`src/rtl/bram_arb_pkg.sv`:
```
// rtl/bram_arb_pkg.sv - shared constants and helpers for the BRAM port-B read arbiter
package bram_arb_pkg;

    // Largest supported requester count and BRAM read latency.
    localparam int MAX_NUM_REQ  = 8;
    localparam int MAX_READ_LAT = 3;

    // Width of a requester index at the maximum requester count.
    localparam int MAX_IDX_W = $clog2(MAX_NUM_REQ);

    // One-hot to binary index. OR-reduction form: no priority chain is built,
    // the input is expected to be one-hot or zero (zero yields index 0).
    function automatic logic [MAX_IDX_W-1:0] onehot_to_idx(input logic [MAX_NUM_REQ-1:0] oh);
        logic [MAX_IDX_W-1:0] idx;
        idx = '0;
        for (int i = 0; i < MAX_NUM_REQ; i++) begin
            if (oh[i]) begin
                idx = idx | MAX_IDX_W'(i);
            end
        end
        return idx;
    endfunction

endpackage

```
`src/rtl/bram_rd_arbiter_if.sv`:
```
// rtl/bram_rd_arbiter_if.sv - requester-side request/response bundle of the BRAM read arbiter
interface bram_rd_arbiter_if
    import bram_arb_pkg::*;
#(
    parameter int NUM_REQ = 2,
    parameter int ADDR_W  = 16,
    parameter int DATA_W  = 16
) ();

    // Requester i drives its address in req_addr[i*ADDR_W +: ADDR_W].
    logic [NUM_REQ-1:0]        req_valid;
    logic [NUM_REQ*ADDR_W-1:0] req_addr;
    logic [NUM_REQ-1:0]        req_ready;

    // Response strobe is one-hot; the data word is shared by all requesters.
    logic [NUM_REQ-1:0]        rsp_valid;
    logic [DATA_W-1:0]         rsp_data;

    // Requester side.
    modport master (
        output req_valid,
        output req_addr,
        input  req_ready,
        input  rsp_valid,
        input  rsp_data
    );

    // Arbiter side.
    modport slave (
        input  req_valid,
        input  req_addr,
        output req_ready,
        output rsp_valid,
        output rsp_data
    );

endinterface

```
`src/rtl/bram_rd_arbiter_rr_pick.sv`:
```
// rtl/bram_rd_arbiter_rr_pick.sv - combinational grant picker (round-robin, or fixed priority with BRAM_ARB_FIXED_PRIO_EN)
module rr_pick
    import bram_arb_pkg::*;
#(
    parameter int NUM_REQ = 2,
    parameter int IDX_W   = $clog2(NUM_REQ)
) (
    input  logic [NUM_REQ-1:0] valid,
`ifndef BRAM_ARB_FIXED_PRIO_EN
    input  logic [IDX_W-1:0]   ptr,
`endif
    output logic [NUM_REQ-1:0] gnt
);

    logic found;

`ifdef BRAM_ARB_FIXED_PRIO_EN

    // Lowest-index valid requester wins; higher indices may starve.
    always_comb begin
        gnt   = '0;
        found = 1'b0;
        for (int i = 0; i < NUM_REQ; i++) begin
            if (!found && valid[i]) begin
                gnt[i] = 1'b1;
                found  = 1'b1;
            end
        end
    end

`else

    // Search starts one past the last winner and wraps; first valid wins.
    // Outer loop walks the search order, inner loop matches the requester
    // at that position so every select index stays a loop constant.
    always_comb begin
        gnt   = '0;
        found = 1'b0;
        for (int k = 1; k <= NUM_REQ; k++) begin
            for (int i = 0; i < NUM_REQ; i++) begin
                if (!found && valid[i] && (i == ((int'(ptr) + k) % NUM_REQ))) begin
                    gnt[i] = 1'b1;
                    found  = 1'b1;
                end
            end
        end
    end

`endif

endmodule

```
`src/rtl/bram_rd_arbiter.sv`:
```
// rtl/bram_rd_arbiter.sv - shares BRAM port B among requesters; BRAM_ARB_FIXED_PRIO_EN selects fixed priority
module bram_rd_arbiter
    import bram_arb_pkg::*;
#(
    parameter int NUM_REQ  = 2,
    parameter int ADDR_W   = 16,
    parameter int DATA_W   = 16,
    parameter int READ_LAT = 1
) (
    input  logic                clk,
    input  logic                rst,
    bram_rd_arbiter_if.slave    req_if,
    output logic [ADDR_W-1:0]   bram_addrb,
    output logic                bram_enb,
    input  logic [DATA_W-1:0]   bram_doutb
);

    localparam int IDX_W = $clog2(NUM_REQ);

    if (NUM_REQ < 2 || NUM_REQ > MAX_NUM_REQ) begin : g_num_req_range
        $error("bram_rd_arbiter: NUM_REQ must be 2..%0d", MAX_NUM_REQ);
    end
    if (READ_LAT < 1 || READ_LAT > MAX_READ_LAT) begin : g_read_lat_range
        $error("bram_rd_arbiter: READ_LAT must be 1..%0d", MAX_READ_LAT);
    end

    logic [NUM_REQ-1:0] pick_gnt;
    logic [NUM_REQ-1:0] gnt;
    logic               gnt_any;
    logic [ADDR_W-1:0]  gnt_addr;

    // One-hot owner tag per outstanding read; stage READ_LAT lines up with
    // the cycle bram_doutb carries that read's data.
    logic [NUM_REQ-1:0] tag_q [READ_LAT+1];

`ifdef BRAM_ARB_FIXED_PRIO_EN

    rr_pick #(
        .NUM_REQ (NUM_REQ)
    ) u_pick (
        .valid (req_if.req_valid),
        .gnt   (pick_gnt)
    );

`else

    logic [IDX_W-1:0]       last_gnt;
    logic [MAX_NUM_REQ-1:0] gnt_ext;

    assign gnt_ext = MAX_NUM_REQ'(gnt);

    rr_pick #(
        .NUM_REQ (NUM_REQ)
    ) u_pick (
        .valid (req_if.req_valid),
        .ptr   (last_gnt),
        .gnt   (pick_gnt)
    );

    // Round-robin pointer moves to the winner only in cycles with a grant;
    // reset value makes requester 0 the first to be searched.
    always_ff @(posedge clk or posedge rst) begin
        if (rst) begin
            last_gnt <= IDX_W'(NUM_REQ - 1);
        end else if (gnt_any) begin
            last_gnt <= IDX_W'(onehot_to_idx(gnt_ext));
        end
    end

`endif

    // No grant is offered while reset is held; picker already never grants
    // a requester without valid.
    assign gnt              = rst ? '0 : pick_gnt;
    assign gnt_any          = |gnt;
    assign req_if.req_ready = gnt;

    // Winner's address; grant is one-hot so an OR of masked lanes suffices.
    always_comb begin
        gnt_addr = '0;
        for (int i = 0; i < NUM_REQ; i++) begin
            if (gnt[i]) begin
                gnt_addr = gnt_addr | req_if.req_addr[i*ADDR_W +: ADDR_W];
            end
        end
    end

    // Issue register: enable follows the grant, address holds when idle.
    always_ff @(posedge clk or posedge rst) begin
        if (rst) begin
            bram_addrb <= '0;
            bram_enb   <= 1'b0;
        end else begin
            bram_enb <= gnt_any;
            if (gnt_any) begin
                bram_addrb <= gnt_addr;
            end
        end
    end

    // Tag shift pipeline; a zero tag enters on idle cycles, reset drops all
    // in-flight tags so dropped reads never produce a response.
    always_ff @(posedge clk or posedge rst) begin
        if (rst) begin
            for (int s = 0; s <= READ_LAT; s++) begin
                tag_q[s] <= '0;
            end
        end else begin
            tag_q[0] <= gnt;
            for (int s = 1; s <= READ_LAT; s++) begin
                tag_q[s] <= tag_q[s-1];
            end
        end
    end

    assign req_if.rsp_valid = tag_q[READ_LAT];
    assign req_if.rsp_data  = bram_doutb;

endmodule

```
`src/flat_wrapper.sv`:
```
// flat-port wrapper written by rule: the top's interface ports become plain ports
module bram_rd_arbiter_flat import bram_arb_pkg::*;
#(
    parameter int NUM_REQ  = 2,
    parameter int ADDR_W   = 16,
    parameter int DATA_W   = 16,
    parameter int READ_LAT = 1
)
  (clk, rst, bram_addrb, bram_enb, bram_doutb, req_if_req_valid, req_if_req_addr, req_if_req_ready, req_if_rsp_valid, req_if_rsp_data);
  bram_rd_arbiter_if #(.NUM_REQ(NUM_REQ), .ADDR_W(ADDR_W), .DATA_W(DATA_W)) req_if_i ();
  input  logic clk;
  input  logic rst;
  output logic [ADDR_W-1:0] bram_addrb;
  output logic bram_enb;
  input  logic [DATA_W-1:0] bram_doutb;
  input wire logic [$bits(req_if_i.req_valid)-1:0] req_if_req_valid;
  input wire logic [$bits(req_if_i.req_addr)-1:0] req_if_req_addr;
  output wire logic [$bits(req_if_i.req_ready)-1:0] req_if_req_ready;
  output wire logic [$bits(req_if_i.rsp_valid)-1:0] req_if_rsp_valid;
  output wire logic [$bits(req_if_i.rsp_data)-1:0] req_if_rsp_data;
  assign req_if_i.req_valid = req_if_req_valid;
  assign req_if_i.req_addr = req_if_req_addr;
  assign req_if_req_ready = req_if_i.req_ready;
  assign req_if_rsp_valid = req_if_i.rsp_valid;
  assign req_if_rsp_data = req_if_i.rsp_data;
  bram_rd_arbiter #(.NUM_REQ(NUM_REQ), .ADDR_W(ADDR_W), .DATA_W(DATA_W), .READ_LAT(READ_LAT)) u_core (.clk(clk), .rst(rst), .req_if(req_if_i), .bram_addrb(bram_addrb), .bram_enb(bram_enb), .bram_doutb(bram_doutb));
endmodule
```
`config.mk`:
```
export PLATFORM = sky130hd
export DESIGN_NAME = bram_rd_arbiter_flat
export DESIGN_NICKNAME = d
export VERILOG_FILES = /design/src/rtl/bram_arb_pkg.sv /design/src/rtl/bram_rd_arbiter_if.sv /design/src/rtl/bram_rd_arbiter_rr_pick.sv /design/src/rtl/bram_rd_arbiter.sv /design/src/flat_wrapper.sv
export SDC_FILE = /design/constraint.sdc
export NUM_CORES = 1
export LEC_CHECK = 0
export ABC_AREA = 1
export CAP_MARGIN = 20
export CORE_MARGIN = 2
export CORE_UTILIZATION = 35
export DETAILED_ROUTE_END_ITERATION = 8
export GPL_ROUTABILITY_DRIVEN = 0
export PLACE_DENSITY = 0.82
export REMOVE_ABC_BUFFERS = 1
export SLEW_MARGIN = 10
export SYNTH_ARGS = -nofsm -noshare
export SYNTH_HDL_FRONTEND = slang
export SYNTH_SLANG_ARGS = --single-unit
```
`constraint.sdc`:
```
create_clock -name clk -period 1.8 [get_ports clk]
set_clock_uncertainty 0.15 [all_clocks]
set_input_delay 0.18 -clock clk [delete_from_list [all_inputs] [get_ports clk]]
set_output_delay 0.18 -clock clk [all_outputs]
set_load 0.005 [all_outputs]
```
# Word level (Yosys, flattened, before mapping)

Index checks and enable logic that the tools add are counted.

Input bits: 52
Register bits after elaboration: 22
Logic and storage cells: 35
Output and inout port bits: 37

Reductions and logical operators: 13
$add $sub $neg: 2
Bitwise operators: 3
Multiplexer cells: 10
Eq/ne operators: 2

Operators with widths:

| cell                                       | number |
|---|---|
| 32-bit logical NOT                         | 2 |
| 16-bit 2-to-1 mux                          | 2 |
| 16-bit OR                                  | 1 |
| 1-bit logical AND                          | 7 |
| 1-bit 2-to-1 mux                           | 7 |
| 2-bit equality test (first input constant) | 2 |
| 1-bit logical NOT                          | 3 |
| 1-bit adder (second input constant)        | 2 |
| 1-bit AND (first input constant)           | 2 |
| 2-bit 2-to-1 mux                           | 1 |
| 2-bit OR reduction                         | 1 |

# Depth between registers and ports, before layout

Depth after elaboration: 21
Gate-level depth with buffers: 6
Depth with buffers taken out: 4

# By module

Synthesis repeated with hierarchy kept, for this count alone.

Cell total of the unflattened synthesis: 157
Area total of the unflattened synthesis: 1276.2 µm²

Modules (own cells, without submodules):

| module          | cells an instance | area an instance (µm²) | instances | seq. area each (µm²) |
|---|---|---|---|---|
| bram_rd_arbiter | 153               | 1248.7                 | 1         | 551.8 |
| rr_pick         | 4                 | 27.5                   | 1         | 0.0 |

# Worst setup path before layout

No wires, ideal clock.

Path type: flip-flop to output port
Start: register u_core.last_gnt
End: output port req_if_req_ready[0]
Slack: 0.482 ns
Stages on the path, launching flop included: 6
Data arrival time: 0.988 ns
Path buffers: 1
Required time: 1.470 ns
Cell sequence: dfstp_2 > inv_1 > nand2_2 > buf_2 > nand2_1 > inv_1

Cells in the longest elaborated chain, start to end: 14
Elaborated cells on any way between the ends: 18
Those cells by class: add/sub (2); eq/ne (1); mux (4); bitwise (2); reduce/logical (9)

Ends and longest elaborated chain:

| what                            | RTL line                      | RTL |
|---|---|---|
| start: declaration              | bram_rd_arbiter.sv:47         | `logic [IDX_W-1:0] last_gnt;` |
| start signal: assignment        | bram_rd_arbiter.sv:64         | `last_gnt <= IDX_W'(NUM_REQ - 1);` |
| start signal: assignment        | bram_rd_arbiter.sv:66         | `last_gnt <= IDX_W'(onehot_to_idx(gnt_ext));` |
| 1-bit adder                     | bram_rd_arbiter_rr_pick.sv:41 | `if (!found && valid[i] && (i == ((int'(ptr) + k) % NUM_REQ))) begin` |
| 1-bit AND (no line)             | n/a                           |  |
| 32-bit logical NOT              | bram_rd_arbiter_rr_pick.sv:41 |  |
| 1-bit logical AND               | bram_rd_arbiter_rr_pick.sv:41 |  |
| 1-bit 2-to-1 mux                | bram_rd_arbiter_rr_pick.sv:41 |  |
| 1-bit logical NOT               | bram_rd_arbiter_rr_pick.sv:41 |  |
| 1-bit logical AND (2 in series) | bram_rd_arbiter_rr_pick.sv:41 |  |
| 1-bit 2-to-1 mux                | bram_rd_arbiter_rr_pick.sv:41 |  |
| 1-bit logical NOT               | bram_rd_arbiter_rr_pick.sv:41 |  |
| 1-bit logical AND (2 in series) | bram_rd_arbiter_rr_pick.sv:41 |  |
| 1-bit 2-to-1 mux (*)            | bram_rd_arbiter_rr_pick.sv:41 |  |
| 2-bit 2-to-1 mux (*)            | bram_rd_arbiter.sv:74         | `assign gnt = rst ? '0 : pick_gnt;` |
| end: declaration                | flat_wrapper.sv:18            | `output wire logic [$bits(req_if_i.req_ready)-1:0] req_if_req_ready;` |

Mark *: on every way between the ends. The rest lies on a longest branch, timed or not.

# Final worst setup path

Same ends and word-level chain as after synthesis.

==> out/metrics.yaml <==
yosysSeqAreaShare_pct: 42.1
grt_overflow_total: 0
syn_inst: 127
grt_pass1_wl_um: 5550
synth.distinct_cells: 16
syn_avg_cell_area_um2: 10.3
wl_per_cell_um: 15.8
synth_warnings: 0
port_buffers: 56
grt_setup_unrepaired: "no"
dp_hpwl_um: 2560
crit_end: "req_if_req_ready[0]"
drc: 0
die-area_um2: 4250
die_w_um: 65.2
clk_pin_slew_ns: 0.08
cts_buffer_depth: 2
worst_hold_slack_ns: 0.159
powerDensity_nw_per_um2: 737
async_flop_share_pct: 100
path_class: "reg -> out"
min_period_ns: 1.62
fp.dieH_um: 65.2
num_rows: 22
synthTopCellsByCount: "nand3_1 (29), dfrtp_1 (21), nand3_2 (20)"
cp.depth: 5
via_per_inst: 5.12
hold_viol_final: 0
synth_top_family_by_area: "simple AND/OR/NAND/NOR gates"
clk_latency_ns: 0.26
area_delta_synth_final_pct: 40.3
ant_nets: 0
grt_use_total_pct: 17.1
vias: 1122
status: "finished, final reports clean"
io-pin-count: 89
slew_violations: 0
reg2reg_slack_ns: 0.53
dr.pass1.iters: 4
drive_gt1_share_pct: 25.1
grt_max_degree: 18
cts_root_buf: "clkbuf_8"
grt_pass1_vias: 1138
synth_compound_area_share_pct: 0.382
crit_slowest_cell: "dfstp_2"
r2r-start: "u_core.last_gnt$_DFFE_PP1P_"
num-nets-final: 224
antenna_found_initial: 0
p_leak_nw: 0.832
layout_setup_ws_ns: 0.185
cp_cell_sequence: "inv_1 -> nand2_2 -> nand2_1 -> inv_1 -> dlygate4sd2_1"
htreeDepth: 1
synth_seq_cells: 22
numCtsBuffers: 3
synthMuxAreaShare_pct: 0
synthesis.area_um2: 1310
cpLargestDelayFamily: "flip-flops"
cap_violations: 0
worstMarginPinSlew_ns: 0.241
arrival_ns: 1.29
finalSetupViolCount: 0
fmax_mhz: 619
cts_hold_buffers: 0
slew_headroom_pct: 84.0
diodes: 0
synthAdderAreaFrac_pct: 0
cts_sinks: 22
critPathLaunchType: "register"
synth_top_area_share_pct: 40.1
crit_top_cell: "inv_1"
start_util_pct: 36.1
rr_worst_depth: 5
yosysTopAreaCell: "dfrtp_1"
cp_data_required_time_ns: 1.47
slowest_delay_ns: 0.54
synth-simple-area-share_pct: 38.4
dp_cells: 215
wl_um: 3470
critPathLaunch: "u_core.last_gnt$_DFFE_PP1P_"
core-area_um2: 3630
dp_slack_ns: -0.0189
synth_edf_count: 0
hold_path_class: "in -> async"
cts_tree: "yes"
min_period_over_period_pct: 89.7
r2r-end: "u_core.bram_addrb[1]$_DFFE_PP0P_"
endpoint_kind: "primary output"
crit_buf_inv: 3
instances_no_fill: 219
irDropWorstVdd_uv: 407
yosys_most_used_dff: "dfrtp_1"
drt-initial-drc-count: 18
synthTopCellsByArea: "dfrtp_1 (40%), nand3_2 (15%), nand3_1 (11%)"
synth_most_common_cell: "nand3_1"
synth-xor-area-share_pct: 0
path_max_fanout: 2
final_util_pct: 50.6
==> where the power goes <==
group,internal [W],switching (W),leakage (nW)
clock network,0.000195,0.000167,0.0288
logic,0.000241,0.000157,0.528
registers,0.000558,0.0000371,0.275
total,0.000994,0.000362,0.832
==> tightest hold or removal path: stages <==
cell	delay, ns
clkdlybuf4s50_1	0.47
inv_2	0.08
buf_4	0.21
==> stage by stage <==
stage | instance area [µm²] | TNS (ns) | power, W
floorplan | 1080 | 0 | 0.000745
CTS | 1840 | 0 | 0.00137
finish | 1840 | 0 | 0.00136
detailed placement | 1780 | -0.0189 | 0.00101
global placement | 1780 | 0 | 0.00100
global route | 1840 | 0 | 0.00143
==> layout by cell type, fill, tap and decap left out <==
cell / synthesis / final
nand4_1: 16 / 16
inv_2: 2 / 2
dfrtp_1: 21 / 21
clkdlybuf4s50_1: 0 / 54
nand3_2: 20 / 20
nand2_2: 3 / 3
nor2_4: 1 / 1
nand2_1: 2 / 2
nand3_1: 29 / 29
nand2_8: 1 / 1
dlygate4sd2_1: 0 / 1
inv_1: 3 / 3
clkbuf_8: 0 / 4
dfstp_2: 1 / 1
dlymetal6s2s_1: 0 / 1
buf_4: 19 / 11
o21ai_1: 1 / 1
==> timing repair <==
| item | 4_1_cts | 5_1_grt |
|---|---|---|
| resized for setup | 1 | 1 |
| hold endpoints to repair | 0 | 0 |
| pin swaps | 0 | 0 |
| setup endpoints to repair | 1 | 1 |
| buffers inserted | 0 | 0 |
==> worst min path at each step <==
stage	slack [ns]	to	from
floorplan	0.01	u_core.bram_addrb[0]$_DFFE_PP0P_	rst
global placement	0.18	u_core.req_if.rsp_valid[0]$_DFF_PP0_	u_core.tag_q[2]$_DFF_PP0_
global route	0.17	u_core.req_if.rsp_valid[0]$_DFF_PP0_	rst
CTS	0.17	u_core.tag_q[3]$_DFF_PP0_	rst
detailed placement	0.18	u_core.req_if.rsp_valid[1]$_DFF_PP0_	u_core.tag_q[3]$_DFF_PP0_
finish	0.16	u_core.bram_addrb[15]$_DFFE_PP0P_	rst
==> registers in the layout, indices dropped and copies added (netlist names) <==
signal                   flops
u_core.bram_enb              1
u_core.tag_q                 2
u_core.bram_addrb           16
u_core.last_gnt              1
u_core.req_if.rsp_valid      2
==> area by class of cell <==
class | count | area [µm²]
fill | 353 | 1800
timing repair buffer | 67 | 644
sequential | 22 | 552
multi-input combinational | 73 | 508
tap | 48 | 60.1
clock buffer | 4 | 55.1
inverter | 5 | 18.8
==> routing by layer <==
metal	part of all wire [%]	track usage [%]	up-vias
li1	-	-	521
met1	40	19.3	529
met2	50	28.8	68
met3	9.7	7.88	4
met4	0.89	4.95	0
met5	0	0	-
==> cells by family (layout without fill, tap and decap cells) <==
kind of cell | after synthesis | count (layout)
AOI/OAI and AO/OA | 1 | 1
and+or+nand+nor | 72 | 72
buffers and inverters | 32 | 76
DFF | 22 | 22
Note: power is estimated with default switching activity, not from simulation.
==> edit 1, RTL diff (same flow settings) <==
The option `BRAM_ARB_FIXED_PRIO_EN` is turned on by a define.
--- a/src/rtl/bram_rd_arbiter_rr_pick.sv
+++ b/src/rtl/bram_rd_arbiter_rr_pick.sv
@@ -1,4 +1,6 @@
 // rtl/bram_rd_arbiter_rr_pick.sv - combinational grant picker (round-robin, or fixed priority with BRAM_ARB_FIXED_PRIO_EN)
+`define BRAM_ARB_FIXED_PRIO_EN
+
 module rr_pick
     import bram_arb_pkg::*;
 #(
Function: changed (Yosys sat finds a counterexample within 4 cycles, from zero or initial values and one cycle with rst high).
==> edit 1 against the original RTL <==
Register-to-register slack better by 0.46 ns. Synthesized area down 21%. Worst setup slack worse by 0.11 ns. Routed wire length down 17%. Largest cell class unchanged. Design area fell by 17%. Largest power group unchanged. Clock power fell by 37%. Power shrank 21%. Non-clock buffer count down 5. Sequential cell count fell by 1.
==> edit 1: results (changes against the original RTL) <==
* Detailed placer's ending HPWL at 2190 um (-14%)
* Fraction of layout cells with a size suffix above 1 at 0.0881 (-0.163)
* Reg2Reg Launch Point: u_core.bram_addrb[6]
* Worst Hold Class: in2reg
* Number of post-CTS setup repair buffers at 0 (unchanged)
* Post-synthesis instance total at 116 (-8.7%)
* Number of violations reported at the end of detailed-routing iteration 0 at 37 (+19)
* Leakage component of the power at 0.701 nW (-16%)
* Wire length of the first global-routing pass at 4510 um (-19%)
* Critical Path Source: rst
* Commonest cells in the synthesized netlist: sky130_fd_sc_hd__nand2_1, sky130_fd_sc_hd__nand3_1, sky130_fd_sc_hd__dfrtp_1
* Share of the yosys chip area belonging to registers at 0.510 (+0.0891)
* Largest reg by FF count: u_core.bram_addrb
* Pre-Repair DR Iteration Count at 4 (unchanged)
* Critical path arrival at 1.40 ns (+0.11 ns)
* Delay of the slowest cell on the worst path at 0.51 ns (-0.03 ns)
* Pin count of the biggest net entering global routing at 22 (+4)
* Clock-pin slew reported for the worst setup and hold paths after clock tree synthesis at 0.11 ns (+0.03 ns)
* Root buffer selected by CTS: sky130_fd_sc_hd__clkbuf_4
* Highest-delay cell along the critical path: sky130_fd_sc_hd__clkdlybuf4s50_1
* Status: complete, no violations
* Vias in the first global route at 947 (-17%)
* Cts repair resizes at 0 (-1)
* Overall global routing resource usage at 0.178 (+0.00677)
* Total routed wirelength at 2880 um (-17%)
* Layout Cells excl Fill at 190 (-13%)
* Count of unique library cells instantiated by Yosys at 11 (-5)
* Total Nets Final at 212 (-5.4%)
* Maximum resistive drop on vdd at 0.000399 V (-2.0%)
* Largest cells by area after synthesis: sky130_fd_sc_hd__dfrtp_1, sky130_fd_sc_hd__nand3_1, sky130_fd_sc_hd__buf_4
* Overall via count from detail_route at 933 (-17%)
* CP top delay family: buffers and inverters
* Number of cells in the design after placement at 186 (-13%)
* Number of I/O port buffers at 56 (unchanged)
* Worst Tran Pin Value at 0.455 ns (+0.215 ns)
* Worst skew pair latency at 0.29 ns (+0.03 ns)
==> edit 1: changes by cell type after synthesis, sizes merged <==
cell   change
nand2     +27
buf        -4
dfstp      -1
inv        -1
nand4     -16
nand3     -17
nor2       +1
==> edit 1: final timing paths <==
check / endpoint / slack [ns] / depth (start not counted)
setup / recovery: req_if_req_ready[0] / 0.07 / 4
hold / removal: u_core.tag_q[3] / 0.08 / 4
setup reg to reg: u_core.bram_addrb[6] / 0.99 / 2
hold reg to reg: u_core.req_if.rsp_valid[0] / 0.21 / 0
max in group asynchronous: u_core.bram_addrb[3] / 0.96 / 4
min in group asynchronous: u_core.bram_addrb[4] / 0.32 / 4
==> edit 1: per-stage QoR <==
| stage | area [um^2] | setup slack [ns] | util |
|---|---|---|---|
| floorplan | 858 | 0.458 | - |
| global placement | 1500 | 0.0622 | 0.540 |
| detailed placement | 1500 | 0.0483 | 0.540 |
| CTS | 1530 | 0.0433 | 0.550 |
| global route | 1530 | 0.0219 | 0.551 |
| finish | 1530 | 0.0706 | 0.551 |
==> edit 1: cell families (layout without fill, tap and decap cells) <==
group,after synthesis,after routing,synth area share
compound gates,1,1,0.0158
simple gates,67,67,0.293
flops,21,21,0.510
buf+inv,27,70,0.181
==> edit 1: power breakdown <==
group          internal [mW]  total, mW  switching (mW)
Combinational          0.188      0.292           0.104
Sequential             0.523      0.551          0.0276
Clock                 0.0828      0.227           0.144
Total                  0.794       1.07           0.276
==> edit 1: area by class of cell <==
| class | instances | area, um^2 |
|---|---|---|
| tap | 31 | 38.8 |
| multi-input combinational | 68 | 318 |
| fill | 258 | 1250 |
| clock inverter | 1 | 5.00 |
| sequential | 21 | 526 |
| clock buffer | 3 | 22.5 |
| inverter | 4 | 15.0 |
| timing repair buffer | 62 | 608 |
==> edit 1: layer usage <==
metal  GRT usage  vias to the layer above  wire length (um)
li1            -                      439                 -
met1       0.217                      438              1190
met2       0.266                       54              1360
met4      0.0399                        0                 4
met3      0.0982                        2               328
met5      0.0952                        -                 0
==> edit 1: worst register-to-register path, stage by stage (launching register included) <==
cell	delay, ns
sky130_fd_sc_hd__dfrtp_1	0.40
sky130_fd_sc_hd__nand2_1	0.07
sky130_fd_sc_hd__nand3_1	0.07
==> edit 2, RTL diff (config.mk and constraints unchanged) <==
Without the edit above. Make the reset (`rst`) synchronous in 3 clocked blocks.
--- a/src/rtl/bram_rd_arbiter.sv
+++ b/src/rtl/bram_rd_arbiter.sv
@@ -59,7 +59,7 @@
 
     // Round-robin pointer moves to the winner only in cycles with a grant;
     // reset value makes requester 0 the first to be searched.
-    always_ff @(posedge clk or posedge rst) begin
+    always_ff @(posedge clk) begin
         if (rst) begin
             last_gnt <= IDX_W'(NUM_REQ - 1);
         end else if (gnt_any) begin
@@ -86,7 +86,7 @@
     end
 
     // Issue register: enable follows the grant, address holds when idle.
-    always_ff @(posedge clk or posedge rst) begin
+    always_ff @(posedge clk) begin
         if (rst) begin
             bram_addrb <= '0;
             bram_enb   <= 1'b0;
@@ -100,7 +100,7 @@
 
     // Tag shift pipeline; a zero tag enters on idle cycles, reset drops all
     // in-flight tags so dropped reads never produce a response.
-    always_ff @(posedge clk or posedge rst) begin
+    always_ff @(posedge clk) begin
         if (rst) begin
             for (int s = 0; s <= READ_LAT; s++) begin
                 tag_q[s] <= '0;
Function: differs if rst is asserted again (counterexample within 4 cycles, from zero or initial values and one cycle with rst high); with rst held inactive, the same outputs for 4 cycles.
==> edit 2 against the original RTL <==
Routed wire length grew 1.9%. Design area is 4.6% lower. Sequential power fell by 11%. Sequential cell count did not move. Synthesized cell count is 29% higher. Maximum frequency down 7.2%. Worst setup slack got worse by 0.13 ns. Synthesized area shrank 7.8%. Power is 20% lower. Highest routed layer unchanged.
==> edit 2: results (changes against the original RTL) <==
* Placement Setup Slack at 0.0256 ns (+0.0445 ns)
* Delay of the slowest cell on the worst path at 0.51 ns (-0.03 ns)
* Fraction of layout cells with a size suffix above 1 at 0.111 (-0.141)
* Number of cells on the worst reg-to-reg path at 6 (+1)
* Total grt overflow at 0 (unchanged)
* Leakage component of the power at 0.844 nW (+1.4%)
* Net switching power at 280 uW (-22%)
* Clock buffers created by TritonCTS at 3 (unchanged)
* Combinational power share at 0.263 (-0.031)
* Status: complete, no violations
* Total Nets Final at 261 (+17%)
* Minimum setup slack among reg-to-reg paths at 0.50 ns (-0.03 ns)
* Layout Cells excl Fill at 254 (+16%)
* Count of unique library cells instantiated by Yosys at 15 (-1)
* Critical path peak fanout at 3 (+1)
* Root buffer selected by CTS: sky130_fd_sc_hd__clkbuf_4
* Total of fill cells in the finished design at 347 (-1.7%)
* Met1 Use GR at 0.232 (+0.0384)
* Dominant register cell in the synthesized netlist: sky130_fd_sc_hd__dfxtp_1
* Global routing usage on met3 at 0.0865 (+0.00772)
* Sequential Power at 532 uW (-11%)
* Wire length of the first global-routing pass at 5530 um (-0.38%)
* Cell Area, Placed at 1700 um^2 (-4.4%)
* Top flop regs: u_core.bram_addrb (16), u_core.tag_q (4)
* Largest cells by area after synthesis: sky130_fd_sc_hd__dfxtp_1, sky130_fd_sc_hd__nand3_1, sky130_fd_sc_hd__buf_4
* Pin count of the biggest net entering global routing at 34 (+16)
* Maximum resistive drop on vdd at 0.000261 V (-36%)
* Commonest cells in the synthesized netlist: sky130_fd_sc_hd__nand3_1, sky130_fd_sc_hd__dfxtp_1, sky130_fd_sc_hd__buf_4
* Reg2Reg Launch Point: u_core.last_gnt
* Number of violations reported at the end of detailed-routing iteration 0 at 95 (+77)
* CP top delay family: buffers and inverters
* Detailed placer's ending HPWL at 2560 um (+0.11%)
* Average size of a mapped cell at 7.36 um^2 (-29%)
* Vias in the first global route at 1131 (-0.62%)
* Portion of total power attributed to sequential cells at 0.489 (+0.050)
* Overall via count from detail_route at 1232 (+9.8%)
* Proportion of register bits with asynchronous set or reset after synthesis at 0 (-1.00)
* Overall global routing resource usage at 0.177 (+0.00640)
* Worst Hold Class: in2out
* R2R Path End: u_core.bram_addrb[9]
* Wire length per cell after detailed routing at 13.9 um (-12%)
* Worst Tran Pin Value at 0.348 ns (+0.108 ns)
* Worst skew pair latency at 0.30 ns (+0.04 ns)
## edit 2: cell types whose count changed in the layout (fill, tap and decap cells not counted), sizes merged, moves of 2 or more
cell   unedited run  this run
nand2             6        21
a21oi             0         4
inv               5        21
dfrtp            21         0
nor2              1         3
dfxtp             0        22
## edit 2: timing repair
| item | CTS | global route |
|---|---|---|
| gates resized for setup | 1 | 2 |
| setup buffers | 0 | 1 |
| setup endpoints to repair | 1 | 2 |
| hold buffers | 0 | 0 |
## edit 2: worst max path at each step
stage | start | end | slack (ns) | cells after the start
3_3_place_gp | req_if_req_valid[0] | req_if_req_ready[0] | 0.05 | 4
6_report | rst | req_if_req_ready[1] | 0.06 | 5
2_1_floorplan | rst | u_core.bram_addrb[0] | 0.57 | 6
3_5_place_dp | rst | req_if_req_ready[0] | 0.03 | 5
5_1_grt | rst | req_if_req_ready[1] | 0.02 | 5
4_1_cts | req_if_req_valid[0] | req_if_req_ready[0] | 0.02 | 4
## edit 2: cell type report
cell class	count	area, um^2	share of cell area
Multi-Input combinational cell	93	483	0.276
Inverter	21	78.8	0.0450
Sequential cell	22	442	0.252
Tap cell	46	57.6	0.0328
Clock buffer	4	36.3	0.0207
Timing Repair Buffer	68	656	0.374
## edit 2: cell families (layout without fill, tap and decap cells)
group	count (synthesis)	count (layout)	synth area share
simple gates	88	88	0.377
buf+inv	49	93	0.235
flops	22	22	0.365
compound gates	5	5	0.0228
## edit 2: metal layers
| layer | routed length (um) | share of wire | up-vias |
|---|---|---|---|
| met1 | 1620 | 0.46 | 561 |
| met5 | 0 | 0 | - |
| met3 | 319 | 0.090 | 2 |
| met4 | 14 | 0.0040 | 0 |
| li1 | - | - | 618 |
| met2 | 1580 | 0.45 | 51 |
